### src/rtl/mem_pkg.sv
// Shared encodings and helpers for the load/store unit: RV32I funct3 codes,
// FSM state type and store-lane / access-legality functions.
package mem_pkg;

  localparam logic [2:0] LB  = 3'b000;
  localparam logic [2:0] LH  = 3'b001;
  localparam logic [2:0] LW  = 3'b010;
  localparam logic [2:0] LBU = 3'b100;
  localparam logic [2:0] LHU = 3'b101;

  localparam logic [2:0] SB = 3'b000;
  localparam logic [2:0] SH = 3'b001;
  localparam logic [2:0] SW = 3'b010;

  typedef enum logic [1:0] {IDLE, ISSUE, WAIT, DONE} lsu_state_t;

  // True when the access is misaligned for its size or uses an unused funct3.
  function automatic logic access_bad(input logic we, input logic [2:0] funct3,
                                      input logic [1:0] off);
    logic bad;
    if (we) begin
      case (funct3)
        SB:      bad = 1'b0;
        SH:      bad = off[0];
        SW:      bad = |off;
        default: bad = 1'b1;
      endcase
    end else begin
      case (funct3)
        LB, LBU: bad = 1'b0;
        LH, LHU: bad = off[0];
        LW:      bad = |off;
        default: bad = 1'b1;
      endcase
    end
    return bad;
  endfunction

  function automatic logic [3:0] store_strb(input logic [2:0] funct3, input logic [1:0] off);
    logic [3:0] strb;
    case (funct3)
      SB:      strb = 4'b0001 << off;
      SH:      strb = 4'b0011 << off;
      SW:      strb = 4'b1111;
      default: strb = 4'b0000;
    endcase
    return strb;
  endfunction

  function automatic logic [31:0] store_data(input logic [2:0] funct3, input logic [31:0] wdata);
    logic [31:0] data;
    case (funct3)
      SB:      data = {4{wdata[7:0]}};
      SH:      data = {2{wdata[15:0]}};
      default: data = wdata;
    endcase
    return data;
  endfunction

endpackage

### src/rtl/lsu_load_align.sv
// Picks the addressed byte/half out of a memory word and sign/zero-extends it
// according to the RV32I load funct3.
module lsu_load_align
  import mem_pkg::*;
(
  input  logic [31:0] mem_rdata,
  input  logic [1:0]  offset,
  input  logic [2:0]  funct3,
  output logic [31:0] ext_data
);

  logic [7:0]  byte_sel;
  logic [15:0] half_sel;

  always_comb begin
    byte_sel = 8'h00;
    case (offset)
      2'd0:    byte_sel = mem_rdata[7:0];
      2'd1:    byte_sel = mem_rdata[15:8];
      2'd2:    byte_sel = mem_rdata[23:16];
      default: byte_sel = mem_rdata[31:24];
    endcase
    half_sel = offset[1] ? mem_rdata[31:16] : mem_rdata[15:0];

    case (funct3)
      LB:      ext_data = {{24{byte_sel[7]}}, byte_sel};
      LBU:     ext_data = {24'h000000, byte_sel};
      LH:      ext_data = {{16{half_sel[15]}}, half_sel};
      LHU:     ext_data = {16'h0000, half_sel};
      default: ext_data = mem_rdata;
    endcase
  end

endmodule

### src/rtl/lsu_mem_ctrl.sv
// Load/store unit: turns one core access into a single handshaked SRAM request,
// stalling the core until completion and flagging misaligned/illegal/timed-out accesses.
module lsu_mem_ctrl
  import mem_pkg::*;
#(
  parameter int unsigned AW      = 8,
  parameter int unsigned TIMEOUT = 16
) (
  input  logic          clk,
  input  logic          reset,
  input  logic          req,
  input  logic          we,
  input  logic [2:0]    funct3,
  input  logic [31:0]   addr,
  input  logic [31:0]   wdata,
  output logic [31:0]   rdata,
  output logic          stall,
  output logic          done,
  output logic          err,
  output logic          mem_req,
  output logic          mem_we,
  output logic [AW-1:0] mem_addr,
  output logic [3:0]    mem_wstrb,
  output logic [31:0]   mem_wdata,
  input  logic          mem_ready,
  input  logic          mem_rvalid,
  input  logic [31:0]   mem_rdata
);

  localparam int unsigned CW = (TIMEOUT > 1) ? $clog2(TIMEOUT) : 1;

  lsu_state_t  state_q;
  logic [2:0]  funct3_q;
  logic [1:0]  off_q;
  logic [CW-1:0] cnt_q;
  logic [31:0] load_word;
  logic        timeout;

  logic unused_addr;
  assign unused_addr = ^addr[31:AW+2];

  lsu_load_align u_load_align (
    .mem_rdata (mem_rdata),
    .offset    (off_q),
    .funct3    (funct3_q),
    .ext_data  (load_word)
  );

  // cnt_q counts cycles already spent in ISSUE/WAIT; this is the TIMEOUT-th one.
  assign timeout = (TIMEOUT != 0) && (cnt_q == CW'(TIMEOUT - 1));

  // Gated by reset so an abandoned access releases the core immediately.
  assign stall = !reset && (((state_q == IDLE) && req) || (state_q == ISSUE) ||
                            (state_q == WAIT));

  always_ff @(posedge clk or posedge reset) begin
    if (reset) begin
      state_q   <= IDLE;
      funct3_q  <= 3'b000;
      off_q     <= 2'b00;
      cnt_q     <= '0;
      rdata     <= 32'h0;
      done      <= 1'b0;
      err       <= 1'b0;
      mem_req   <= 1'b0;
      mem_we    <= 1'b0;
      mem_addr  <= '0;
      mem_wstrb <= 4'b0000;
      mem_wdata <= 32'h0;
    end else begin
      unique case (state_q)
        IDLE: begin
          if (req) begin
            funct3_q  <= funct3;
            off_q     <= addr[1:0];
            mem_we    <= we;
            mem_addr  <= addr[AW+1:2];
            mem_wstrb <= we ? store_strb(funct3, addr[1:0]) : 4'b0000;
            mem_wdata <= store_data(funct3, wdata);
            cnt_q     <= '0;
            if (access_bad(we, funct3, addr[1:0])) begin
              state_q <= DONE;
              done    <= 1'b1;
              err     <= 1'b1;
              rdata   <= 32'h0;
            end else begin
              state_q <= ISSUE;
              mem_req <= 1'b1;
            end
          end
        end
        ISSUE: begin
          cnt_q <= cnt_q + 1'b1;
          if (timeout) begin
            state_q <= DONE;
            mem_req <= 1'b0;
            done    <= 1'b1;
            err     <= 1'b1;
            rdata   <= 32'h0;
          end else if (mem_ready) begin
            mem_req <= 1'b0;
            if (mem_we) begin
              state_q <= DONE;
              done    <= 1'b1;
              err     <= 1'b0;
            end else if (mem_rvalid) begin
              state_q <= DONE;
              done    <= 1'b1;
              err     <= 1'b0;
              rdata   <= load_word;
            end else begin
              state_q <= WAIT;
            end
          end
        end
        WAIT: begin
          cnt_q <= cnt_q + 1'b1;
          if (timeout) begin
            state_q <= DONE;
            done    <= 1'b1;
            err     <= 1'b1;
            rdata   <= 32'h0;
          end else if (mem_rvalid) begin
            state_q <= DONE;
            done    <= 1'b1;
            err     <= 1'b0;
            rdata   <= load_word;
          end
        end
        DONE: begin
          state_q <= IDLE;
          done    <= 1'b0;
          err     <= 1'b0;
        end
        default: state_q <= IDLE;
      endcase
    end
  end

endmodule

### config.mk
export PLATFORM = sky130hd
export DESIGN_NAME = lsu_mem_ctrl
export DESIGN_NICKNAME = d
export VERILOG_FILES = /design/src/rtl/mem_pkg.sv /design/src/rtl/lsu_load_align.sv /design/src/rtl/lsu_mem_ctrl.sv
export SDC_FILE = /design/constraint.sdc
export NUM_CORES = 1
export LEC_CHECK = 0
export ABC_CLOCK_PERIOD_IN_PS = 2700
export CAP_MARGIN = 20
export CELL_PAD_IN_SITES_DETAIL_PLACEMENT = 0
export CELL_PAD_IN_SITES_GLOBAL_PLACEMENT = 1
export CORE_MARGIN = 8
export CORE_UTILIZATION = 30
export DETAILED_ROUTE_END_ITERATION = 8
export PLACE_DENSITY_LB_ADDON = 0.1
export SYNTH_ARGS = -nofsm -noshare
export SYNTH_HDL_FRONTEND = slang
export SYNTH_SLANG_ARGS = --single-unit
### constraint.sdc
create_clock -name clk -period 2.7 [get_ports clk]
set_input_delay 0.54 -clock clk [delete_from_list [all_inputs] [get_ports clk]]
set_output_delay 0.54 -clock clk [all_outputs]
set_load 0.005 [all_outputs]
After elaboration in Yosys (flattened, before gate mapping)

Index checks and enable logic that the tools add are counted.

Add/sub/neg operators: 1
Equality and inequality tests: 19
Shift-type cells: 2
Multiplexer cells: 49
Reduce and logical (&&, ||, !) cells: 22

Operator list:

| kind                                                | number |
|---|---|
| two-way mux 32 bit                                  | 7 |
| case mux 32 bit (4 select lines)                    | 1 |
| case mux 32 bit (3 select lines)                    | 1 |
| case mux 32 bit (2 select lines)                    | 1 |
| case mux 8 bit (3 select lines)                     | 1 |
| two-way mux 1 bit                                   | 21 |
| two-way mux 16 bit                                  | 1 |
| equality test 3 bit, second input constant          | 4 |
| two-way mux 2 bit                                   | 6 |
| case mux 4 bit (3 select lines)                     | 1 |
| inequality test 3 bit, second input constant        | 3 |
| two-way mux 4 bit                                   | 2 |
| case mux 1 bit (4 select lines)                     | 2 |
| case mux 2 bit (4 select lines)                     | 1 |
| case mux 4 bit (2 select lines)                     | 1 |
| OR reduction 2 bit                                  | 4 |
| equality test 2 bit, second input constant          | 3 |
| equality test 3 x 1 -> 1 bit, second input constant | 2 |
| logical NOT 3 bit                                   | 2 |
| case mux 1 bit (3 select lines)                     | 2 |
| AND reduction 3 bit                                 | 2 |
| AND reduction 5 bit                                 | 1 |
| adder 4 x 1 -> 4 bit, second input constant         | 1 |
| equality test 2 x 1 -> 1 bit, second input constant | 2 |
| 15 further kinds                                    | 21 |

Register bits: 91
Input bits: 105
Logic and storage cells: 105

Logic depth before layout (Yosys ltp)

Gate-level depths: netlist of run 1.

Depth after elaboration: 9
Gate-level depth with buffers: 9
Depth with buffers taken out: 6

Hierarchy

A second synthesis of run 1 with hierarchy kept.

Cells, all modules: 536
Area, all modules: 5275.1 um^2

Modules (own cells, without submodules):

| module         | times used | cells each | area an instance (um^2) | seq. area each (um^2) |
|---|---|---|---|---|
| lsu_mem_ctrl   | 1          | 403        | 4305.4                  | 2277.2 |
| lsu_load_align | 1          | 133        | 969.7                   | 0.0 |

Least setup slack after synthesis of run 1

Ideal clock, no wire load.

Path type: register -> register
Start point: register state_q[0]
End point: register rdata[8]
Library setup time: 125 ps
Arrival: 2165 ps
Required time: 2575 ps
Setup slack: 410 ps
Stages on the path, launching flop included: 10
Clock period less this slack: 2290 ps
Cells stage by stage: dfrtp_1 inv_1 ha_1 buf_2 nand2b_1 a31oi_1 or3_1 buf_6 buf_8 mux2_2

Longest elaborated chain between the ends: 3
Elaborated cells between the ends (all ways): 10
Classes of those cells: eq/ne (6); mux (1); reduce/logical (3)

RTL lines:

| item                                                           | line                | RTL |
|---|---|---|
| start, declared                                                | lsu_mem_ctrl.sv:32  | `lsu_state_t state_q;` |
| start signal, assigned                                         | lsu_mem_ctrl.sv:58  | `state_q <= IDLE;` |
| start signal, assigned                                         | lsu_mem_ctrl.sv:82  | `state_q <= DONE;` |
| start signal, assigned                                         | lsu_mem_ctrl.sv:87  | `state_q <= ISSUE;` |
| equality test 2 x 1 -> 1 bit (tied with other cells)           | lsu_mem_ctrl.sv:71  | `unique case (state_q)` |
| inequality test 3 bit (no source line) (tied with other cells) | --                  |  |
| AND reduction 5 bit (no source line)                           | --                  |  |
| end signal, assigned                                           | lsu_mem_ctrl.sv:110 | `rdata <= load_word;` |
| end signal, assigned                                           | lsu_mem_ctrl.sv:127 | `rdata <= load_word;` |
| end, declared                                                  | lsu_mem_ctrl.sv:16  | `output logic [31:0] rdata,` |

Parallel ways exist; a longest one is shown, timed or not.
A chain may end at the register's enable or synchronous reset.

Worst setup path in the final report of run 1

Start point: register state_q[0]
End point: output stall

Longest elaborated chain between the ends: 5
Elaborated cells between the ends (all ways): 7
Classes of those cells: eq/ne (2); reduce/logical (5)

RTL lines:

| item                  | line               | RTL |
|---|---|---|
| logical NOT 2 bit     | lsu_mem_ctrl.sv:53 | `assign stall = !reset && (((state_q == IDLE) && req) \|\| (state_q == ISSUE) \|\|` |
| logical AND 1 bit     | lsu_mem_ctrl.sv:53 |  |
| logical OR 1 bit      | lsu_mem_ctrl.sv:53 |  |
| logical OR 1 bit (*)  | lsu_mem_ctrl.sv:53 |  |
| logical AND 1 bit (*) | lsu_mem_ctrl.sv:53 |  |
| end, declared         | lsu_mem_ctrl.sv:17 | `output logic stall,` |

Every way passes the cells marked *; elsewhere a longest branch is shown, timed or not.

==> results.py, run 1 <==
metrics = {
    "finish": {
        "fin_area_um2": 7261,
        "final_common_cell": "clkdlybuf4s50_1",
        "n_antenna_cell": 0,
        "nets": 754,
        "area.sequential_um2": 2277,
        "multi_input_area_um2": 2461,
        "fill_cells": 1581,
        "area_growth_pct": 45.11,
        "drive_above_1_share_pct": 15.12,
        "final_cell_mix": "clkdlybuf4s50_1 (163), dfrtp_1 (91), o21ai_0 (67), nand2_1 (49), mux2i_1 (40)",
    },
    "logic_synthesis": {
        "synth.avg_cell_area_um2": 10.51,
        "synth_cell_type_count": 51,
        "yosys_warnings": 0,
        "seq_area_frac_synth_pct": 45.51,
        "synth_seq_cells": 91,
        "synth_edf_count": 0,
        "ys.flop_type": "dfrtp_1",
        "syn_area_um2": 5004,
        "syn_inst": 476,
        "syn-num-nets": 587,
        "yosys.area.top_type_share_pct": 45.51,
        "ys_top_cells_by_area": "dfrtp_1 (46%), mux2i_1 (8.0%), o21ai_0 (6.7%)",
        "async_flop_share_pct": 100.0,
        "yosysTopAreaCell": "dfrtp_1",
    },
    "worst_setup_path": {
        "cp.arrival_ns": 1.97,
        "rr_worst_depth": 8,
        "slowest_delay_ns": 0.54,
        "cp_data_required_time_ns": 2.16,
        "worstPathCellList": "inv_1 > ha_1 > nand2_1 > a21oi_1 > clkdlybuf4s50_1",
        "critical_path_class": "register to output pin",
        "crit_slowest_cell": "clkdlybuf4s50_1",
        "cp-start-kind": "register",
        "cp_num_cells": 5,
        "cp-end-kind": "output pin",
        "rr_startpoint": "state_q[0]",
        "path_delay_family": "buffers and inverters",
        "endpoint": "stall",
        "r2r_end": "rdata[6]",
        "cp_num_buf_inv": 2,
        "critPathMaxFanout": 6,
        "critPathLaunch": "state_q[0]",
        "r2r_slack_ns": 0.41,
    },
    "grt": {
        "antenna_found_initial": 0,
        "grt_pass1_vias": 4527,
        "gr-total-overflow": 0,
        "grt_max_degree": 53,
        "grt_usage_pct": 15.30,
        "grt_pass1_wl_um": 25730,
    },
    "route": {
        "drt_wl_total_um": 16360,
        "final_antenna_net_count": 0,
        "vias": 4297,
        "drc_errors": 0,
        "drt-pass1-iter-count": 5,
        "viasPerCell": 4.950,
        "wl_per_cell_um": 18.84,
        "drtIter0Drc": 280,
    },
    "pwr": {
        "combPwrFrac_pct": 54.4,
        "vdd_drop_max_v": 0.0005018,
        "netSwitchingFraction_pct": 36.94,
        "p_int_mw": 5.039,
        "p_switching_mw": 2.952,
        "leakage_nw": 3.098,
        "pwr-share-seq_pct": 30.1,
        "clkPwrFrac_pct": 15.4,
        "pwr_density_cell_nw_per_um2": 1101,
    },
    "floorplan": {
        "die_width_um": 145.1,
        "io_pins": 186,
        "die_h_um": 145.1,
        "dieArea_um2": 21070,
        "start_util_pct": 30.39,
        "fp.coreArea_um2": 16470,
        "num_rows": 47,
    },
    "clock_tree": {
        "postCtsSetupRepairBufs": 0,
        "cts_tree": "built",
        "clk_pin_slew_worst_paths_ns": 0.07,
        "cts.sinks": 91,
        "htreeDepth": 3,
        "cts_root_buffer": "clkbuf_16",
        "cts_buffers": 9,
        "clk_latency_ns": 0.35,
        "ctsHoldBuffers": 0,
        "cts_resized": 0,
        "clockBufferDepth": 2,
    },
    "hold_path": {
        "worstHoldPathType": "register to register",
    },
    "sta": {
        "hold_viol": 0,
        "setup_viol": 0,
        "rsz0062_at_grt": "false",
        "fin_skew_ns": 0.009286,
        "relSlewSlack_pct": 57.41,
        "timing.setup.tns_ns": 0,
        "slew_viol_final": 0,
        "min_period_over_period_pct": 92.90,
        "tightest_slew_ns": 0.6374,
        "max_freq_ghz": 0.3987,
        "min_period_ns": 2.508,
    },
    "placement": {
        "dpl-instance-area_um2": 6972,
        "portBuffers": 163,
        "dp_hpwl_um": 12440,
        "routabilityCongestion": 0.7834,
    },
    "outcome": {
        "status": "completed",
    },
    "job": {
        "drv_cap": 0,
    },
}
## synthesized netlist by cell type, drive strengths merged, types with 2 or more instances
cell     instances
dfrtp           91
o21ai           67
nand2           49
mux2            45
mux2i           40
clkbuf          26
inv             18
nand4           16
nand2b          14
a21oi           13
buf             10
o31ai           10
a221oi           8
nor2b            8
ha               6
nor2             6
o221ai           6
a31oi            5
nand3            4
nor3             3
o2bb2ai          3
a22o             2
a2bb2oi          2
and2             2
and3             2
nand3b           2
nor3b            2
o21a             2
## how the worst min path moves through the flow
stage	start	end	slack, ns	cells past startpoint
6_report	mem_wstrb[1]	mem_wstrb[1]	0.48	2
2_1_floorplan	mem_wstrb[3]	mem_wstrb[3]	0.46	2
4_1_cts	mem_wstrb[3]	mem_wstrb[3]	0.48	2
3_3_place_gp	mem_wstrb[3]	mem_wstrb[3]	0.46	2
3_5_place_dp	mem_wstrb[3]	mem_wstrb[3]	0.46	2
5_1_grt	mem_wdata[8]	mem_wdata[8]	0.50	2
## stage by stage
stage | utilization (%) | hold WS, ns | setup WS [ns] | total power [mW] | cells
6_report | 44.10 | 0.4782 | 0.1917 | 7.991 | 868
5_1_grt | 44.10 | 0.5029 | 0.09254 | 8.582 | 868
3_5_place_dp | 42.34 | 0.4600 | 0.05187 | 6.827 | 852
3_3_place_gp | 42.34 | 0.4564 | 0.05239 | 6.746 | 852
4_1_cts | 44.10 | 0.4802 | 0.1734 | 8.113 | 868
2_1_floorplan | - | 0.4628 | 0.4102 | 4.981 | 476
## worst register-to-register path: cells and delay by family (launching register included)
family,cells,cell delay (ns)
buf+inv,3,0.51
simple gates,2,0.50
flops,1,0.44
compound gates,2,0.39
fa+ha+maj,1,0.35
## power by group through the flow
| stage | Combinational (mW) | Sequential [mW] | Clock, mW |
|---|---|---|---|
| floorplan | 2.63 | 2.35 | 0 |
| global placement | 4.34 | 2.41 | 0 |
| detailed placement | 4.39 | 2.43 | 0 |
| CTS | 4.43 | 2.41 | 1.27 |
| global route | 4.76 | 2.50 | 1.33 |
| finish | 4.35 | 2.41 | 1.23 |
## cell families (layout without fill, tap and decap cells)
logic type / count (synthesis) / after routing / synth area share [%]
flops: 91 / 91 / 45.51
buf+inv: 54 / 226 / 5.351
simple gates: 113 / 113 / 11.65
mux: 86 / 86 / 20.08
compound gates: 126 / 126 / 15.90
fa+ha+maj: 6 / 6 / 1.500
## cell type report
class,instances,share of cell area [%]
tap,220,3.791
timing repair buffer,192,25.99
sequential,91,31.36
clock buffer,11,3.481
clock inverter,5,0.4997
inverter,18,0.9823
multi-input combinational,331,33.90
## registers in the layout, indices dropped and copies added (netlist names)
name       flops
off_q          2
mem_we         1
state_q        2
rdata         32
cnt_q          4
done           1
mem_req        1
mem_addr       8
err            1
mem_wstrb      4
mem_wdata     32
funct3_q       3
## metal layers
layer | global-route usage [%] | part of all wire, % | vias to the layer above
li1 | - | - | 2066
met1 | 19.48 | 46 | 2082
met2 | 24.32 | 47 | 131
met3 | 4.447 | 6.0 | 18
met4 | 5.310 | 1.6 | 0
met5 | 0 | 0 | -
No activity file was read; power rests on OpenSTA's default activity.
==> run 2, diff against run 1 <==
--- a/config.mk
+++ b/config.mk
@@ -12,6 +12,7 @@
 export CORE_MARGIN = 8
 export CORE_UTILIZATION = 30
 export DETAILED_ROUTE_END_ITERATION = 8
+export GPL_ROUTABILITY_DRIVEN = 1
 export PLACE_DENSITY_LB_ADDON = 0.1
 export SYNTH_ARGS = -nofsm -noshare
 export SYNTH_HDL_FRONTEND = slang
==> results of run 2 <==
Final layout, timing and power as in run 1 (identical DEF).
==> run 3, diff against run 2 <==
--- a/config.mk
+++ b/config.mk
@@ -6,7 +6,7 @@
 export NUM_CORES = 1
 export LEC_CHECK = 0
 export ABC_CLOCK_PERIOD_IN_PS = 2700
-export CAP_MARGIN = 20
+export CAP_MARGIN = 40
 export CELL_PAD_IN_SITES_DETAIL_PLACEMENT = 0
 export CELL_PAD_IN_SITES_GLOBAL_PLACEMENT = 1
 export CORE_MARGIN = 8
==> results of run 3 <==
Final layout, timing and power as in run 1 (identical DEF).
